<file path="config.mk">
export PLATFORM = sky130hd
export DESIGN_NAME = fetch_prefetch_unit
export DESIGN_NICKNAME = d
export VERILOG_FILES = /design/src/rtl/fetch_prefetch_unit.sv
export SDC_FILE = /design/constraint.sdc
export NUM_CORES = 1
export LEC_CHECK = 0
export BUFFER_PORTS_ARGS = -buffer_cell sky130_fd_sc_hd__buf_2
export CAP_MARGIN = 10
export CORE_AREA = 3 3 166 168
export CTS_BUF_LIST = sky130_fd_sc_hd__clkbuf_4 sky130_fd_sc_hd__clkbuf_8
export CTS_CLUSTER_SIZE = 12
export DETAILED_ROUTE_END_ITERATION = 8
export DIE_AREA = 0 0 169 171
export GPL_ROUTABILITY_DRIVEN = 1
export PLACE_DENSITY = 0.77
export SYNTH_ARGS = -nofsm -noshare
export SYNTH_HDL_FRONTEND = slang
export SYNTH_SLANG_ARGS = --single-unit
</file>
<file path="constraint.sdc">
create_clock -name clk -period 3.8 [get_ports clk]
set_input_delay 0.76 -clock clk [delete_from_list [all_inputs] [get_ports clk]]
set_output_delay 0.76 -clock clk [all_outputs]
set_load 0.1 [all_outputs]
</file>
<file path="src/rtl/fetch_prefetch_unit.sv">
// Instruction-fetch front end: one outstanding imem request at a time, a prefetch FIFO of
// {pc, instruction} pairs toward decode, and flush/restart on redirect.
module fetch_prefetch_unit #(
  parameter int unsigned     XLEN     = 32,
  parameter int unsigned     DEPTH    = 4,
  parameter logic [XLEN-1:0] RESET_PC = '0
) (
  input  logic                    clk,
  input  logic                    reset,
  output logic                    imem_req,
  output logic [XLEN-1:0]         imem_addr,
  input  logic                    imem_ack,
  input  logic [31:0]             imem_rdata,
  input  logic                    redirect,
  input  logic [XLEN-1:0]         redirect_pc,
  output logic                    instr_valid,
  input  logic                    instr_ready,
  output logic [31:0]             instr_out,
  output logic [XLEN-1:0]         instr_pc,
  output logic [XLEN-1:0]         instr_pc_plus4,
  output logic [$clog2(DEPTH):0]  occupancy
);

  localparam int unsigned    PtrW     = $clog2(DEPTH);
  localparam int unsigned    CntW     = PtrW + 1;
  localparam logic [CntW-1:0] DepthCnt = CntW'(DEPTH);

  logic [XLEN-1:0] fetchPcQ, fetchPcD;
  logic [XLEN-1:0] reqAddrQ, reqAddrD;
  logic            inFlightQ, inFlightD;
  logic            dropQ, dropD;
  logic [PtrW-1:0] wrPtrQ, wrPtrD, rdPtrQ, rdPtrD;
  logic [CntW-1:0] countQ, countD;

  logic [XLEN-1:0] pcMem    [DEPTH];
  logic [31:0]     instrMem [DEPTH];

  logic respond, push, pop, stall;

  // A new request only issues when the queue has room for its response; once raised it
  // holds with its latched address until acknowledged, even across a redirect.
  assign imem_req  = !reset && (inFlightQ || (countQ < DepthCnt));
  assign imem_addr = inFlightQ ? reqAddrQ : fetchPcQ;

  assign respond = imem_req && imem_ack;
  assign stall   = imem_req && !imem_ack;
  assign push    = respond && !dropQ && !redirect;
  assign pop     = instr_valid && instr_ready && !redirect;

  assign instr_valid    = countQ != '0;
  assign occupancy      = countQ;
  assign instr_out      = instrMem[rdPtrQ];
  assign instr_pc       = pcMem[rdPtrQ];
  assign instr_pc_plus4 = instr_pc + XLEN'(4);

  always_comb begin
    fetchPcD  = fetchPcQ;
    reqAddrD  = reqAddrQ;
    inFlightD = stall;
    dropD     = dropQ;
    wrPtrD    = wrPtrQ;
    rdPtrD    = rdPtrQ;
    countD    = countQ;

    if (stall) reqAddrD = imem_addr;
    if (respond) dropD = 1'b0;

    if (push) begin
      fetchPcD = fetchPcQ + XLEN'(4);
      wrPtrD   = wrPtrQ + PtrW'(1);
    end
    if (pop) rdPtrD = rdPtrQ + PtrW'(1);

    unique case ({push, pop})
      2'b10:   countD = countQ + CntW'(1);
      2'b01:   countD = countQ - CntW'(1);
      default: countD = countQ;
    endcase

    // Redirect wins: flush, retarget, and mark a still-pending old response for discard.
    if (redirect) begin
      fetchPcD = redirect_pc & ~XLEN'(3);
      dropD    = stall;
      wrPtrD   = '0;
      rdPtrD   = '0;
      countD   = '0;
    end
  end

  always_ff @(posedge clk) begin
    if (reset) begin
      fetchPcQ  <= RESET_PC;
      reqAddrQ  <= RESET_PC;
      inFlightQ <= 1'b0;
      dropQ     <= 1'b0;
      wrPtrQ    <= '0;
      rdPtrQ    <= '0;
      countQ    <= '0;
    end else begin
      fetchPcQ  <= fetchPcD;
      reqAddrQ  <= reqAddrD;
      inFlightQ <= inFlightD;
      dropQ     <= dropD;
      wrPtrQ    <= wrPtrD;
      rdPtrQ    <= rdPtrD;
      countQ    <= countD;
    end
  end

  always_ff @(posedge clk) begin
    if (push) begin
      pcMem[wrPtrQ]    <= imem_addr;
      instrMem[wrPtrQ] <= imem_rdata;
    end
  end

endmodule

</file>
==> metrics.md <==
| Metric | Value |
|---|---|
| Status | `complete, no violations` |
| Clock network power share | `38.3%` |
| Share of the core filled with cells | `66.80%` |
| Gate power share | `10.9%` |
| WL/cell | `21.16 um` |
| First-pass GRT wire length | `47.22 mm` |
| Area Overhead vs Synth | `26.29%` |
| Fin area | `0.01741 mm2` |
| Compound-Gate Fraction of Synth Area | `2.614%` |
| Mux cell area share after synthesis | `15.13%` |
| Pre-CTS WS | `285.8 ps` |
| Simple-gate share of the synthesized area | `9.713%` |
| Period utilization | `99.15%` |
| Met3 Use GR | `3.812%` |
| Max-slew violations | `0` |
| Register area share after synthesis | `66.38%` |
| GR peak layer | `met2` |
| Ys async rst share | `0%` |
| Syn avg cell area | `16.20 um2` |
| Io pins | `202` |
| Dpl cells | `1368` |
| GR Layer Usage met1 | `28.96%` |
| Synth Cell Area | `0.01378 mm2` |
| Switching share of total power | `25.43%` |
| Worst EP required | `3040 ps` |
| GRT met2 Usage | `35.15%` |
| TritonRoute pass-1 iters | `5` |
| Fin Hold WS | `423.3 ps` |
| Relative slew slack | `44.58%` |
| CP Capture Type | `output pin` |
| Die area | `0.02890 mm2` |
| Synth warnings | `0` |
| Synth top cells by count | `edfxtp_1, dfxtp_1, mux4_2, mux2_2, nor2_1` |
| ANT cells | `0` |
| CTS hold repair buffers | `0` |
| Core footprint | `0.02606 mm2` |
| Dominant combinational cell family by area after synthesis | `multiplexers` |
| Final hold vios | `0` |
| Antenna Nets Post-Route | `0` |
| HPWL after DPL | `20.81 mm` |
| Fraction of layout cells with a size suffix above 1 | `44.97%` |
| Cts bufs inserted | `52` |
| Critical path depth | `9` |
| Crit path DAT | `3010 ps` |
| Clock Path Buffers | `3` |
| Root Buffer | `clkbuf_8` |
| Primary FF master, synth | `edfxtp_1` |
| Layout Skew | `19.04 ps` |
| Sequence of cells on the critical path | `buf_12 -> buf_12 -> mux4_2 -> ha_2 -> nand2_1 -> or3_4 -> nor3_2 -> xor2_4 -> buf_12` |
| # port buffers | `199` |
| Global Route Usage Sum | `21.09%` |
| Num Clock Sinks | `329` |
| Final Setup Violations | `0` |
| Chip width | `169 um` |
| NetSw | `1.998 mW` |
| Cell Pwr Density | `451.3 mW/mm2` |
| Vias after detailed routing | `8313` |
| Post-Route WL | `31.51 mm` |
| Number of global-route vias before repair | `8298` |
| Largest cells by area after synthesis | `edfxtp_1, dfxtp_1, mux4_2` |
| Largest net degree at the start of global routing | `55` |
| Family with the most delay on the worst path | `simple AND/OR/NAND/NOR gates` |
| Number of buffers and inverters on the critical path | `3` |
| Sequential cell fraction of total power | `50.8%` |
| Initial Util | `52.89%` |
| Post-synthesis xor/xnor area fraction | `3.114%` |
| Non-Filler Instances | `1489` |
| Gp weighted congestion | `0.8685` |
| Rows | `59` |
| MaxCap Viol Count | `0` |
| Dominant cell type by area after synthesis | `edfxtp_1` |
| #FFs+latches synth | `329` |
| Worst skew pair latency | `560 ps` |
| Worst Hold Class | `primary input to register` |
| Worst-path fanout max | `8` |
| Unrepaired setup endpoints after global routing | `yes` |
| Distinct cells, synth | `54` |
| Hold Path Depth | `1` |
| Synthesized net count | `928` |
| Setup TNS | `0 ps` |
| Final net count | `1191` |
| Count leader, synth | `edfxtp_1` |
| Slowest cell on crit path | `or3_4` |
| R2R cell count | `11` |
| Max IR drop VDD | `0.2996 mV` |
| Final total power | `7.856 mW` |
| CTS tree | `yes` |
| Post-layout minimum cycle time | `3768 ps` |
| Placed Area | `0.01589 mm2` |
| Int Power | `5.859 mW` |
| Max frequency | `265.4 MHz` |
| Chip Height | `171 um` |
| Residual DRC count | `0` |
| Worst-Margin Slew | `822.7 ps` |
| Most frequent cell on the critical path | `buf_12` |
| Grt total ovfl | `0` |
| H-tree depth | `2` |
| Leakage | `6.356 nW` |
| Area share of the largest cell type after synthesis | `55.77%` |
| Post-synth EDFFs | `256` |
| Crit Path Class | `register to output pin` |
| Vias per cell | `5.583` |
| Initial antenna violation count | `0` |
| Post-Synthesis Cells | `851` |
| Adder-Cell Fraction of Synth Area | `0.7807%` |
| Setup WS post-layout | `32.26 ps` |
| # fillers | `1721` |
| Startpoint types | `register` |
| Slowest stage delay, CP | `420 ps` |
| CTS clk-pin slew, worst paths | `60 ps` |
| Drt initial violations | `672` |
-- routing by layer --
metal / up-vias / share of wire (%)
li1: 3825 / -
met1: 4118 / 41
met2: 319 / 50
met3: 51 / 6.6
met4: 0 / 2.3
met5: - / 0
-- cell usage in the layout (no fill, tap or decap), drive strengths merged, types with 2 or more instances in the layout --
cell,instances
edfxtp,256
buf,252
dfxtp,73
clkbuf,73
mux4,64
mux2,56
nor2,47
nand2,34
nor2b,32
xor2,29
inv,23
nand3,20
xnor2,20
o21ai,16
or3,16
clkinv,16
nor4,16
nor3,16
nand4,14
a211oi,13
and2,11
a311oi,9
a21oi,7
ha,7
and4,6
and3,4
nand2b,3
or4,3
o31ai,3
bufinv,3
a31oi,2
-- power groups by stage --
stage	Sequential, mW	Clock [mW]	Combinational (mW)
after floorplan	4.06	0	0.637
after global placement	4.06	0	0.830
after detailed placement	4.07	0	0.843
after CTS	3.99	3.08	0.847
after global routing	4.00	3.23	0.891
final	3.99	3.01	0.853
-- worst paths after layout --
kind | from | end | slack, ps
worst max-delay path | register | instr_pc_plus4[18] | 30
worst min-delay path | imem_rdata[22] | instrMem[0][22]$_DFFE_PP_ | 420
worst max register to register | inFlightQ$_SDFF_PP0_ | occupancy[2]$_SDFFE_PP0P_ | 1400
worst min register to register | reqAddrQ[1]$_SDFFE_PP0P_ | reqAddrQ[1]$_SDFFE_PP0P_ | 450
-- cell families (layout without fill, tap and decap cells) --
logic type / Yosys count / count (layout)
buffers and inverters: 65 / 368
AOI/OAI and AO/OA: 54 / 54
xor gates and xnor gates: 49 / 49
muxes: 121 / 121
DFF: 329 / 329
adders and majority gates: 8 / 8
and+or+nand+nor: 225 / 225
-- cell type report --
cell class | instances | area (um2) | share of cell area [%]
clock buffer | 73 | 885.9 | 5.089
clock inverter | 21 | 171.4 | 0.9848
inverter | 22 | 82.58 | 0.4744
multi-input combinational | 457 | 4793 | 27.54
sequential | 329 | 9156 | 52.60
tap | 335 | 419.2 | 2.408
timing repair buffer | 252 | 1898 | 10.90
-- what timing repair did --
item / CTS / global route
buffers inserted: 10 / 18
pin swaps: 7 / 10
setup endpoints to repair: 19 / 14
resized for setup: 20 / 24
-- state kept, by name, indices dropped and copies added, names as in the netlist, 2 cells and up, named ones only --
name       count
occupancy      3
pcMem        128
instrMem     128
wrPtrQ         2
fetchPcQ      30
reqAddrQ      32
rdPtrQ         2
No activity file was read; power rests on OpenSTA's default activity.
